[src/rtl/mem_port_req_ctrl_pkg.sv]
// Shared types and constants for the memory-port request controller.
// rsp_t / pipe_t describe the default-width layouts; the top re-declares
// them at its own parameter widths so non-default instances stay legal.
package mem_port_pkg;

   localparam int unsigned DEF_WIDTH      = 8;
   localparam int unsigned DEF_ADDR_WIDTH = 3;

   // One response FIFO entry.
   typedef struct packed {
      logic [DEF_WIDTH-1:0]      data;
      logic [DEF_ADDR_WIDTH-1:0] addr;
      logic                      we;
   } rsp_t;

   // One read-tracking pipeline stage.
   typedef struct packed {
      logic                      valid;
      logic [DEF_ADDR_WIDTH-1:0] addr;
      logic                      is_write;
   } pipe_t;

   function automatic bit is_pow2(input int unsigned v);
      return (v != 0) && ((v & (v - 1)) == 0);
   endfunction

endpackage

[src/rtl/mem_port_req_ctrl_rsp_fifo.sv]
// Synchronous first-word-fall-through FIFO for response entries.
// Head entry is presented combinationally while the FIFO is non-empty.
module rsp_fifo
   import mem_port_pkg::*;
#(
   parameter int unsigned DEPTH = 8,
   parameter type         T     = rsp_t
) (
   input  logic                   i_clk,
   input  logic                   i_rst,
   input  logic                   i_push,
   input  T                       i_push_data,
   input  logic                   i_pop,
   output T                       o_pop_data,
   output logic                   o_full,
   output logic                   o_empty,
   output logic [$clog2(DEPTH):0] o_count
);

   localparam int unsigned PW       = $clog2(DEPTH);
   localparam logic [PW:0] FULL_CNT = (PW + 1)'(DEPTH);

   T              mem [DEPTH];
   logic [PW-1:0] wr_ptr;
   logic [PW-1:0] rd_ptr;
   logic [PW:0]   count;
   logic          do_push;
   logic          do_pop;

   assign do_pop     = i_pop & ~o_empty;
   assign do_push    = i_push & (~o_full | do_pop);
   assign o_empty    = (count == '0);
   assign o_full     = (count == FULL_CNT);
   assign o_count    = count;
   assign o_pop_data = o_empty ? '0 : mem[rd_ptr];

   // Storage write; contents need no reset because the head is masked when empty.
   always_ff @(posedge i_clk) begin
      if (do_push) mem[wr_ptr] <= i_push_data;
   end

   // Pointer and occupancy update; pointers wrap naturally at DEPTH.
   always_ff @(posedge i_clk) begin
      if (i_rst) begin
         wr_ptr <= '0;
         rd_ptr <= '0;
         count  <= '0;
      end else begin
         if (do_push) wr_ptr <= wr_ptr + 1'b1;
         if (do_pop)  rd_ptr <= rd_ptr + 1'b1;
         case ({do_push, do_pop})
            2'b10:   count <= count + 1'b1;
            2'b01:   count <= count - 1'b1;
            default: count <= count;
         endcase
      end
   end

   // Overflow guard: the upstream credit scheme must never let this happen.
   always_ff @(posedge i_clk) begin
      if (!i_rst) assert (!(i_push && o_full && !i_pop)) else $error("rsp_fifo: push to full FIFO");
   end

endmodule

[src/rtl/mem_port_req_ctrl.sv]
// Single-port request controller for one port of the latency memory.
// Issues requests to the memory port, tracks reads through READ_LATENCY
// and returns data through a credit-protected FWFT response FIFO.
// Optional macro WRITE_ACK_EN: writes consume a credit and return an
// acknowledge response with o_rsp_we = 1.
module mem_port_req_ctrl
   import mem_port_pkg::*;
#(
   parameter int unsigned WIDTH         = DEF_WIDTH,
   parameter int unsigned ADDR_WIDTH    = DEF_ADDR_WIDTH,
   parameter int unsigned READ_LATENCY  = 5,
   parameter int unsigned WRITE_LATENCY = 4,
   parameter int unsigned RSP_DEPTH     = 8
) (
   input  logic                         i_clk,
   input  logic                         i_rst,
   input  logic                         i_req_valid,
   output logic                         o_req_ready,
   input  logic                         i_req_we,
   input  logic [ADDR_WIDTH-1:0]        i_req_addr,
   input  logic [WIDTH-1:0]             i_req_din,
   output logic                         o_mem_en,
   output logic                         o_mem_we,
   output logic [ADDR_WIDTH-1:0]        o_mem_addr,
   output logic [WIDTH-1:0]             o_mem_din,
   input  logic [WIDTH-1:0]             i_mem_dout,
   output logic                         o_rsp_valid,
   input  logic                         i_rsp_ready,
   output logic [WIDTH-1:0]             o_rsp_data,
   output logic [ADDR_WIDTH-1:0]        o_rsp_addr,
   output logic                         o_rsp_we,
   output logic [$clog2(RSP_DEPTH):0]   o_credits
);

   localparam int unsigned CW           = $clog2(RSP_DEPTH) + 1;
   localparam logic [CW-1:0] FULL_CREDITS = CW'(RSP_DEPTH);

   if (READ_LATENCY < 1) begin : g_chk_rl
      $error("mem_port_req_ctrl: READ_LATENCY must be >= 1");
   end
   if (WRITE_LATENCY > READ_LATENCY) begin : g_chk_wl
      $error("mem_port_req_ctrl: WRITE_LATENCY must not exceed READ_LATENCY");
   end
   if (!is_pow2(RSP_DEPTH) || RSP_DEPTH < 2) begin : g_chk_depth
      $error("mem_port_req_ctrl: RSP_DEPTH must be a power of 2 and >= 2");
   end

   typedef struct packed {
      logic [WIDTH-1:0]      data;
      logic [ADDR_WIDTH-1:0] addr;
      logic                  we;
   } rsp_w_t;

`ifdef WRITE_ACK_EN
   typedef struct packed {
      logic                  valid;
      logic [ADDR_WIDTH-1:0] addr;
      logic                  is_write;
   } pipe_w_t;
`else
   typedef struct packed {
      logic                  valid;
      logic [ADDR_WIDTH-1:0] addr;
   } pipe_w_t;
`endif

   logic [CW-1:0] credits;
   logic [CW-1:0] fifo_count;
   logic          accept;
   logic          consume;
   logic          pop;
   logic          push;
   logic          fifo_full;
   logic          fifo_empty;
   pipe_w_t       pipe [READ_LATENCY];
   rsp_w_t        push_data;
   rsp_w_t        head;

   // Request side: ready only depends on credits, everything is held low in reset.
   assign o_req_ready = ~i_rst & (credits != '0);
   assign accept      = i_req_valid & o_req_ready;
   assign o_mem_en    = accept;
   assign o_mem_we    = i_rst ? 1'b0 : i_req_we;
   assign o_mem_addr  = i_rst ? '0 : i_req_addr;
   assign o_mem_din   = i_rst ? '0 : i_req_din;

`ifdef WRITE_ACK_EN
   assign consume = accept;
`else
   assign consume = accept & ~i_req_we;
`endif

   // Response side outputs, masked while in reset or empty.
   assign o_rsp_valid = ~i_rst & ~fifo_empty;
   assign pop         = o_rsp_valid & i_rsp_ready;
   assign o_rsp_data  = o_rsp_valid ? head.data : '0;
   assign o_rsp_addr  = o_rsp_valid ? head.addr : '0;
`ifdef WRITE_ACK_EN
   assign o_rsp_we    = o_rsp_valid & head.we;
`else
   assign o_rsp_we    = 1'b0;
`endif
   assign o_credits   = i_rst ? FULL_CREDITS : credits;

   // Credit counter: one slot reserved per tracked request, freed on pop.
   always_ff @(posedge i_clk) begin
      if (i_rst) begin
         credits <= FULL_CREDITS;
      end else begin
         case ({consume, pop})
            2'b10:   credits <= credits - 1'b1;
            2'b01:   credits <= credits + 1'b1;
            default: credits <= credits;
         endcase
      end
   end

   // Latency pipeline: stage 0 captures the accepted request at the issue edge.
   always_ff @(posedge i_clk) begin
      if (i_rst) begin
         for (int unsigned i = 0; i < READ_LATENCY; i++) pipe[i] <= '0;
      end else begin
         pipe[0].valid <= consume;
         pipe[0].addr  <= i_req_addr;
`ifdef WRITE_ACK_EN
         pipe[0].is_write <= i_req_we;
`endif
         for (int unsigned i = 1; i < READ_LATENCY; i++) pipe[i] <= pipe[i-1];
      end
   end

   // The last stage lines up with the memory's read data for the same request.
   assign push = pipe[READ_LATENCY-1].valid;

   // Build the FIFO entry from the last pipeline stage and the memory output.
   always_comb begin
      push_data      = '0;
      push_data.addr = pipe[READ_LATENCY-1].addr;
`ifdef WRITE_ACK_EN
      push_data.we   = pipe[READ_LATENCY-1].is_write;
      push_data.data = pipe[READ_LATENCY-1].is_write ? '0 : i_mem_dout;
`else
      push_data.data = i_mem_dout;
`endif
   end

   rsp_fifo #(
      .DEPTH (RSP_DEPTH),
      .T     (rsp_w_t)
   ) u_rsp_fifo (
      .i_clk       (i_clk),
      .i_rst       (i_rst),
      .i_push      (push),
      .i_push_data (push_data),
      .i_pop       (pop),
      .o_pop_data  (head),
      .o_full      (fifo_full),
      .o_empty     (fifo_empty),
      .o_count     (fifo_count)
   );

   // Credit bookkeeping invariants.
   always_ff @(posedge i_clk) begin
      if (!i_rst) begin
         assert (!(consume && credits == '0)) else $error("mem_port_req_ctrl: credit underflow");
         assert (!(pop && !consume && credits == FULL_CREDITS)) else $error("mem_port_req_ctrl: credit overflow");
         assert (credits <= FULL_CREDITS) else $error("mem_port_req_ctrl: credits out of range");
         assert (int'(fifo_count) + int'(credits) <= int'(RSP_DEPTH)) else $error("mem_port_req_ctrl: occupancy exceeds credit budget");
         assert (!(push && fifo_full && !pop)) else $error("mem_port_req_ctrl: response FIFO overflow");
`ifndef WRITE_ACK_EN
         assert (!(o_rsp_valid && head.we)) else $error("mem_port_req_ctrl: write acknowledge without WRITE_ACK_EN");
`endif
      end
   end

endmodule

[config.mk]
export PLATFORM = sky130hd
export DESIGN_NAME = mem_port_req_ctrl
export DESIGN_NICKNAME = d
export VERILOG_FILES = /design/src/rtl/mem_port_req_ctrl_pkg.sv /design/src/rtl/mem_port_req_ctrl_rsp_fifo.sv /design/src/rtl/mem_port_req_ctrl.sv
export SDC_FILE = /design/constraint.sdc
export NUM_CORES = 1
export LEC_CHECK = 0
export BUFFER_PORTS_ARGS = -buffer_cell sky130_fd_sc_hd__buf_2
export CORE_MARGIN = 3
export CORE_UTILIZATION = 45
export CTS_BUF_LIST = sky130_fd_sc_hd__clkbuf_8
export CTS_CLUSTER_SIZE = 40
export DETAILED_ROUTE_END_ITERATION = 7
export SETUP_SLACK_MARGIN = 0.02
export SYNTH_ARGS = -nofsm -noshare
export SYNTH_HDL_FRONTEND = slang
export SYNTH_SLANG_ARGS = --single-unit
[constraint.sdc]
create_clock -name i_clk -period 4.25 [get_ports i_clk]
set_clock_uncertainty 0.05 [all_clocks]
set_input_delay 0.425 -clock i_clk [delete_from_list [all_inputs] [get_ports i_clk]]
set_output_delay 0.425 -clock i_clk [all_outputs]
set_load 0.01 [all_outputs]
Word-level counts from Yosys, hierarchy flattened
Memories as Yosys holds them, arrays and structs flattened. A register that Yosys moved wholly into a read port is not among the register bits. Index checks and enable logic that the tools add are counted.

Word-level logic and storage cells: 61. RAM bits: 108. Output and inout port bits: 31. Memories: 2. Register bits after elaboration: 14. Input bits: 24.

Reduce and logical (&&, ||, !) cells: 4. Eq/ne operators: 5. Add/sub/neg operators: 6. Bitwise gates (word level): 18. Mux-type cells: 22.

Memory list: u_rsp_fifo.mem (words 8, width 11, rd ports 1, clocked after Yosys merged registers in 1, wr ports 1, RTL line mem_port_req_ctrl_rsp_fifo.sv:23) `T mem [DEPTH];`; pipe (words 5, width 4, rd ports 5, clocked after Yosys merged registers in 0, wr ports 5, RTL line mem_port_req_ctrl.sv:75) `pipe_w_t pipe [READ_LATENCY];`.

Operators by type and width (count): 4-bit 2-to-1 mux (5); 8-bit 2-to-1 mux (2); 4-bit case mux with 2 select lines (2); 3-bit 2-to-1 mux (5); 12-bit 2-to-1 mux (1); 4-bit by 1-bit adder with 4-bit output (second input constant) (2); 4-bit by 1-bit subtractor with 4-bit output (second input constant) (2); 1-bit bitwise AND (7); 1-bit 2-to-1 mux (7); 1-bit bitwise OR (7); 3-bit by 1-bit adder with 3-bit output (second input constant) (2); 2-bit by 1-bit == test with 1-bit output (second input constant) (2); 2-bit == test (second input constant) (2); 4-bit == test (second input constant) (1); 4-bit zero test (1); 1-bit NOT (4); 2-bit nonzero test (2); 4-bit nonzero test (1).

Longest topological paths before layout
Gate-level depths: netlist of the first run.

Word-level depth: 9. Depth in mapped cells: 11. Mapped depth without buffers: 11.

Modules after synthesis
From an unflattened synthesis of the first run, not the netlist that was laid out.

Cell total of the unflattened synthesis: 339. Area, all modules: 5395.2 um^2.

By module, submodules not included: rsp_fifo (sequential area each 3143.0 um^2, area each 4375.4 um^2, cells each 234, instances 1); mem_port_req_ctrl (sequential area each 480.5 um^2, area each 1019.7 um^2, cells each 105, instances 1).

Least setup slack after synthesis of the first run
No wires, ideal clock.

Path type: input to register. Start: input port i_rst. End: memory u_rsp_fifo.mem[0][0] (netlist bit) (enable). Arrival: 2144 ps. Library setup time: 408 ps. Path buffers: 1. Data required time: 3792 ps. Setup slack: 1648 ps. Stages on the path: 4. Path through: nand2b_1 > and3_2 > clkbuf_1 > nor4_1.

Cells in the longest elaborated chain, start to end: 8.

RTL lines: from (decl) (RTL line mem_port_req_ctrl.sv:16) `input logic i_rst,`; 1-bit NOT (RTL line mem_port_req_ctrl.sv:94) `assign o_rsp_valid = ~i_rst & ~fifo_empty;`; 1-bit bitwise AND (RTL line mem_port_req_ctrl.sv:94); 1-bit bitwise AND (RTL line mem_port_req_ctrl.sv:95) `assign pop = o_rsp_valid & i_rsp_ready;`; 1-bit bitwise AND (RTL line mem_port_req_ctrl_rsp_fifo.sv:30) `assign do_pop = i_pop & ~o_empty;`; 1-bit bitwise OR (RTL line mem_port_req_ctrl_rsp_fifo.sv:31) `assign do_push = i_push & (~o_full | do_pop);`; 1-bit bitwise AND (RTL line mem_port_req_ctrl_rsp_fifo.sv:31); 1-bit 2-to-1 mux (RTL line mem_port_req_ctrl_rsp_fifo.sv:39) `if (do_push) mem[wr_ptr] <= i_push_data;`; 1-bit 2-to-1 mux (not written as such) (RTL line mem_port_req_ctrl_rsp_fifo.sv:39); to (decl) (RTL line mem_port_req_ctrl_rsp_fifo.sv:23).

Every way passes these cells.

==> out/metrics.csv, run 1 <==
stage,metric,value,unit
status,status,"complete, no violations",
synth,synth-main-ff-cell,edfxtp_1,
clock_tree,post_cts_buffers,0,
cells_and_area,area_growth,16.3,%
placed_design,gp_congestion,0.823,
critical_path,crit_chain,mux4_2 > mux2i_1 > nor2_1 > buf_2,
run,maxCapViolations,0,
pwr,p_leak,2.08,nW
drt,vias,2813,
global_routing,grt_first_pass_wirelength,14900,um
placed_design,dp_hpwl,5660,um
cells_and_area,num-nets-final,422,
die,die_x,112,um
sta,finalCritPeriodShare,64.7,%
critical_path,crit_required,3.77,ns
synth,yosys_warnings,0,
synth,synth_top_area_share,52.7,%
sta,period_needed,2.75,ns
drt,routed.top_layer,met4,
clock_tree,ctsLongestPathBuffers,2,
critical_path,crit_slowest_cell,dfxtp_1,
synth,ys_ff_latch,125,
critical_path,max_stage_delay,1.03,ns
drt,wl_met2,4500,um
global_routing,grt_overflow,0,
drt,drt_iter0_drc,135,
sta,max_slew.worst_pin.slew,1.07,ns
global_routing,grt_pass1_vias,2847,
drt,met3WireLength,476,um
critical_path,path_buf_inv,1,
critical_path,end_kind,output pin,
pwr,p_per_area,394,nW/um^2
clock_tree,clkSinkCount,125,
critical_path,setup.worst_path.start_class,register,
critical_path,worstPathArrival,2.27,ns
critical_path,r2r_slack,1.59,ns
die,row_count,37,
die,die-area,12500,sq um
critical_path,criticalPathCategory,reg -> out,
drt,first_pass_iters,4,
sta,rsz0062_at_grt,false,
synth,synth_area_leaders,"edfxtp_1 (53%), dfxtp_1 (15%), mux4_2 (9.9%), nor2b_1 (4.4%), mux2i_1 (2.8%)",
sta,setup_tns,0,ns
drt,viasPerCell,5.23,
die,start_util,47.3,%
sta,hold_violations,0,
clock_tree,clock_latency,0.43,ns
cells_and_area,stdcell_area,5840,sq um
global_routing,antenna_found_initial,0,
synth,async_reset_ff_share,0,%
drt,wl_per_cell,16.9,um
cells_and_area,drive_above_1_share,31.1,%
sta,finalSetupViolations,0,
min_path,hp-class,in -> reg,
synth,syn_nets,356,
die,dieHeight,112,um
synth,netlist_area,5020,sq um
clock_tree,cts_inserted_buffers,17,
clock_tree,htreeDepth,4,
drt,wl_met1,3980,um
cells_and_area,diodes,0,
die,io_pins,55,
drt,drc,0,
placed_design,port_buffers,53,
global_routing,grt_max_degree,57,
clock_tree,cts_resized,0,
clock_tree,path_clk_slew,0.06,ns
placed_design,place_area,5480,sq um
cells_and_area,fillers,877,
drt,routed_wl,9080,um
clock_tree,cts_tree,built,
global_routing,grt_usage,15.8,%
synth,synthMostInstantiatedCell,edfxtp_1,
synth,yosys-top-cells-count,"edfxtp_1 (88), dfxtp_1 (37), nor2b_1 (35)",
synth,synth_area_leader_cell,edfxtp_1,
synth,syn_area_per_cell,15.5,sq um
pwr,ir_drop,0.000228,V
die,fp.coreArea,10600,sq um
sta,slew_viol_final,0,
critical_path,critPathMaxFanout,22,
synth,synth_edf_count,88,
sta,slew-limit-headroom,28.4,%
sta,fmax,0.364,GHz
synth,ys_types,42,
synth,synth_cells,323,
critical_path,path_delay_family,flip-flops,
synth,synth-seq-area-share,67.4,%
clock_tree,hold_buffers,0,
clock_tree,root_buffer,clkbuf_8,
drt,detail-route-antenna-nets,0,
layer usage:
layer | up-vias | track usage (%)
li1 | 1342 | -
met2 | 92 | 25.0
met4 | 0 | 6.65
met3 | 12 | 5.22
met1 | 1367 | 20.0
met5 | - | 0
placed cells by master, fill, tap and decap left out, types with 14 or more instances in the layout:
cell      netlist  routed
buf_2           3      53
clkbuf_8        0      20
dfxtp_1        37      37
edfxtp_1       88      88
mux2i_1        14      14
mux4_2         22      22
nor2_1         24      24
nor2b_1        35      35
flip-flops by register name (all words and copies together), names as in the netlist, named ones only:
signal	cells
pipe	20
u_rsp_fifo.rd_ptr	3
u_rsp_fifo.o_count	4
credits	4
u_rsp_fifo.mem	88
u_rsp_fifo.wr_ptr	3
through the flow:
| stage | hold slack [ns] | cells | worst slack (ns) | total power [W] | utilization (%) |
|---|---|---|---|---|---|
| global placement | 0.366 | 506 | 1.60 | 0.00141 | 51.7 |
| detailed placement | 0.372 | 506 | 1.54 | 0.00141 | 51.7 |
| floorplan | 0.364 | 323 | 1.65 | 0.00138 | - |
| CTS | 0.0845 | 538 | 1.40 | 0.00234 | 55.1 |
| global route | 0.111 | 538 | 1.33 | 0.00240 | 55.1 |
| finish | 0.125 | 538 | 1.50 | 0.00230 | 55.1 |
worst paths after layout:
path / start / endpoint / cells after the start
worst max register to register: u_rsp_fifo.o_count[3] / credits[3] / 10
worst min register to register: pipe[0][14] / pipe[0][18] / 1
worst min-delay path: i_req_we / pipe[0][3] / 2
worst max-delay path: register / o_rsp_addr[2] / 4
power breakdown:
part / switching, W / total (W) / internal [W] / leakage, nW
sequential: 0.00000584 / 0.00131 / 0.00131 / 1.12
combinational: 0.0000413 / 0.0000750 / 0.0000337 / 0.765
clock: 0.000420 / 0.000912 / 0.000492 / 0.201
total: 0.000468 / 0.00230 / 0.00183 / 2.08
layout make-up:
| class | count | area [sq um] | area share (%) |
|---|---|---|---|
| tap | 136 | 170 | 2.92 |
| inverter | 7 | 26.3 | 0.450 |
| clock buffer | 20 | 275 | 4.72 |
| multi-input combinational | 175 | 1560 | 26.7 |
| timing repair buffer | 63 | 340 | 5.83 |
| clock inverter | 12 | 81.3 | 1.39 |
| sequential | 125 | 3380 | 58.0 |
cells by family (layout without fill, tap and decap cells):
family | after synthesis | after routing | share of synthesized area [%]
mux | 37 | 37 | 12.9
simple gates | 104 | 104 | 11.8
flops | 125 | 125 | 67.4
buf+inv | 23 | 102 | 1.87
fa+ha+maj | 9 | 9 | 2.54
compound gates | 17 | 17 | 2.19
xor+xnor | 7 | 7 | 1.22
other cells | 1 | 1 | 0.0747
(Power assumes the default switching activity.)
==> run 2, diff against run 1 <==
==> constraint.sdc (replaced) <==
create_clock -name i_clk -period 2.79 [get_ports i_clk]
set_clock_uncertainty 0.05 [all_clocks]
set_input_delay 0.279 -clock i_clk [delete_from_list [all_inputs] [get_ports i_clk]]
set_output_delay 0.279 -clock i_clk [all_outputs]
set_load 0.01 [all_outputs]
==> run 2 against run 1 <==
  * Die area unchanged
  * Non-clock buffer count grew 10
  * Power up 57%
  * Worst hold slack worse by 0.099 ns
  * Routed wire length decreased by 2.0%
  * Register-to-register slack lost 1.4 ns
  * Critical endpoint is now credits[3]
  * Highest routed layer unchanged
==> out/metrics.csv, run 2 (synthesis results as in run 1) <==
stage,metric,value,unit
status,status,"complete, no violations",
global_routing,grt_pass1_vias,2808,
clock_tree,root_buffer,clkbuf_8,
global_routing,antenna_found_initial,0,
placed_design,dp_hpwl,5740,um
placed_design,dpl_worst_slack,0.181,ns
critical_path,crit_required,3.05,ns
die,row_count,37,
critical_path,critPathMaxFanout,6,
min_path,hp-start,i_req_addr[0],
critical_path,r2r-start,u_rsp_fifo.o_count[2],
sta,slew-limit-headroom,47.3,%
cells_and_area,finalNonFillerCells,548,
critical_path,max_stage_delay,0.41,ns
drt,detail-route-antenna-nets,0,
critical_path,end_kind,register,
sta,finalSetupViolations,0,
critical_path,r2r_slack,0.22,ns
sta,setup_slack,0.216,ns
critical_path,reg2reg_depth,10,
sta,hold_violations,0,
run,maxCapViolations,0,
clock_tree,cts_tree,built,
cells_and_area,mostFrequentLayoutCells,"edfxtp_1 (88), buf_2 (53), dfxtp_1 (36)",
drt,drt_iter0_drc,120,
clock_tree,cts_inserted_buffers,17,
global_routing,grt_usage,15.2,%
die,io_pins,55,
sta,slew_viol_final,0,
critical_path,setup.worst_path.start_class,register,
drt,first_pass_iters,4,
pwr,p_leak,2.13,nW
pwr,ir_drop,0.000238,V
min_path,hp-class,in -> reg,
drt,routed_wl,8900,um
cells_and_area,final_common_cell,edfxtp_1,
sta,fmax,0.388,GHz
critical_path,path_delay_family,simple AND/OR/NAND/NOR gates,
clock_tree,ctsLongestPathBuffers,2,
drt,wl_per_cell,16.2,um
clock_tree,clkSinkCount,125,
clock_tree,path_clk_slew,0.07,ns
pwr,p_per_area,607,nW/um^2
drt,viasPerCell,5.04,
placed_design,port_buffers,53,
critical_path,r2r_end,credits[3],
die,die-area,12500,sq um
placed_design,place_inst,514,
min_path,whs_path_depth,2,
cells_and_area,num-nets-final,432,
sta,finalCritPeriodShare,92.3,%
sta,period_needed,2.57,ns
global_routing,grt_overflow,0,
clock_tree,clock_latency,0.42,ns
critical_path,worstPathArrival,2.83,ns
die,dieHeight,112,um
placed_design,place_area,5540,sq um
critical_path,criticalPathCategory,reg -> reg,
cells_and_area,diodes,0,
drt,drc,0,
critical_path,crit_chain,nor4_4 > or2_4 > inv_2 > ha_1 > inv_1 > ha_1 > a21oi_2 > a211oi_1 > a31oi_1 > mux2_2,
placed_design,gp_congestion,0.852,
clock_tree,htreeDepth,4,
sta,max_slew.worst_pin.slew,0.789,ns
cells_and_area,area_growth,18.4,%
die,die_x,112,um
global_routing,grt_first_pass_wirelength,14500,um
global_routing,grt_max_degree,43,
cells_and_area,largest_register_ffs,88,
sta,rsz0062_at_grt,false,
drt,vias,2764,
die,start_util,47.3,%
pwr,finalPower,0.00361,W
critical_path,crit_slowest_cell,nor4_4,
cells_and_area,stdcell_area,5940,sq um
cells_and_area,fillers,886,
critical_path,cp_common_cell,ha_1,
cells_and_area,top_register,u_rsp_fifo.mem,
cells_and_area,reg.largest.list,"u_rsp_fifo.mem: 88 flops, pipe: 20 flops",
min_path,holdPathEnd,pipe[0][0],
die,fp.coreArea,10600,sq um
critical_path,path_buf_inv,2,
cells_and_area,drive_above_1_share,33.5,%
sta,setup_tns,0,ns
-- run 2: layout make-up --
type | count | area [sq um] | area share [%]
repair buffers | 73 | 418 | 7.03
well taps | 136 | 170 | 2.86
clock buffers | 18 | 248 | 4.17
multi-input cells | 175 | 1560 | 26.3
inverters | 7 | 26.3 | 0.442
clock inverters | 14 | 131 | 2.21
flip-flops and latches | 125 | 3380 | 57.0
-- run 2: how the worst max path moves through the flow --
stage	start	endpoint	cells past startpoint
2_1_floorplan	u_rsp_fifo.o_count[0]	u_rsp_fifo.mem[0][0]	4
4_1_cts	u_rsp_fifo.o_count[3]	credits[3]	10
3_5_place_dp	u_rsp_fifo.o_count[0]	credits[3]	10
5_1_grt	u_rsp_fifo.o_count[2]	credits[3]	10
3_3_place_gp	u_rsp_fifo.o_count[3]	credits[3]	10
6_report	u_rsp_fifo.o_count[2]	credits[3]	10
-- run 2: layer usage --
metal | routed length (um) | vias to the layer above | part of all wire (%) | GRT usage [%]
li1 | - | 1353 | - | -
met1 | 3840 | 1331 | 43 | 18.9
met2 | 4500 | 72 | 51 | 25.4
met3 | 474 | 8 | 5.3 | 5.00
met4 | 87 | 0 | 0.98 | 4.62
met5 | 0 | - | 0 | 0
-- run 2: through the flow --
step / hold slack, ns / utilization (%)
floorplan: 0.301 / -
global placement: 0.366 / 52.3
detailed placement: 0.374 / 52.3
CTS: 0.000368 / 55.9
global route: 0.0205 / 56.0
finish: 0.0258 / 56.0
-- run 2: worst register-to-register path, delay by kind of cell (launching register included) --
kind	cells	cell delay, ns
buffers and inverters	2	0.19
flip-flops	1	0.37
adder cells (fa/ha/maj)	2	0.48
multiplexers	1	0.35
AND/OR/NAND/NOR	2	0.62
AO/OA/AOI/OAI	3	0.40
-- run 2: power by group --
| part | internal [W] | total (W) | switching, W |
|---|---|---|---|
| Clock | 0.000804 | 0.00149 | 0.000687 |
| Combinational | 0.0000548 | 0.000119 | 0.0000642 |
| Sequential | 0.00199 | 0.00200 | 0.00000883 |
-- run 2: what timing repair did --
item                                    in CTS  in global routing
endpoints found under the setup margin       0                  1
resized for setup                            0                  2
endpoints found under the hold margin        1                  0
buffers inserted                             0                  1
hold buffers                                 1                  0
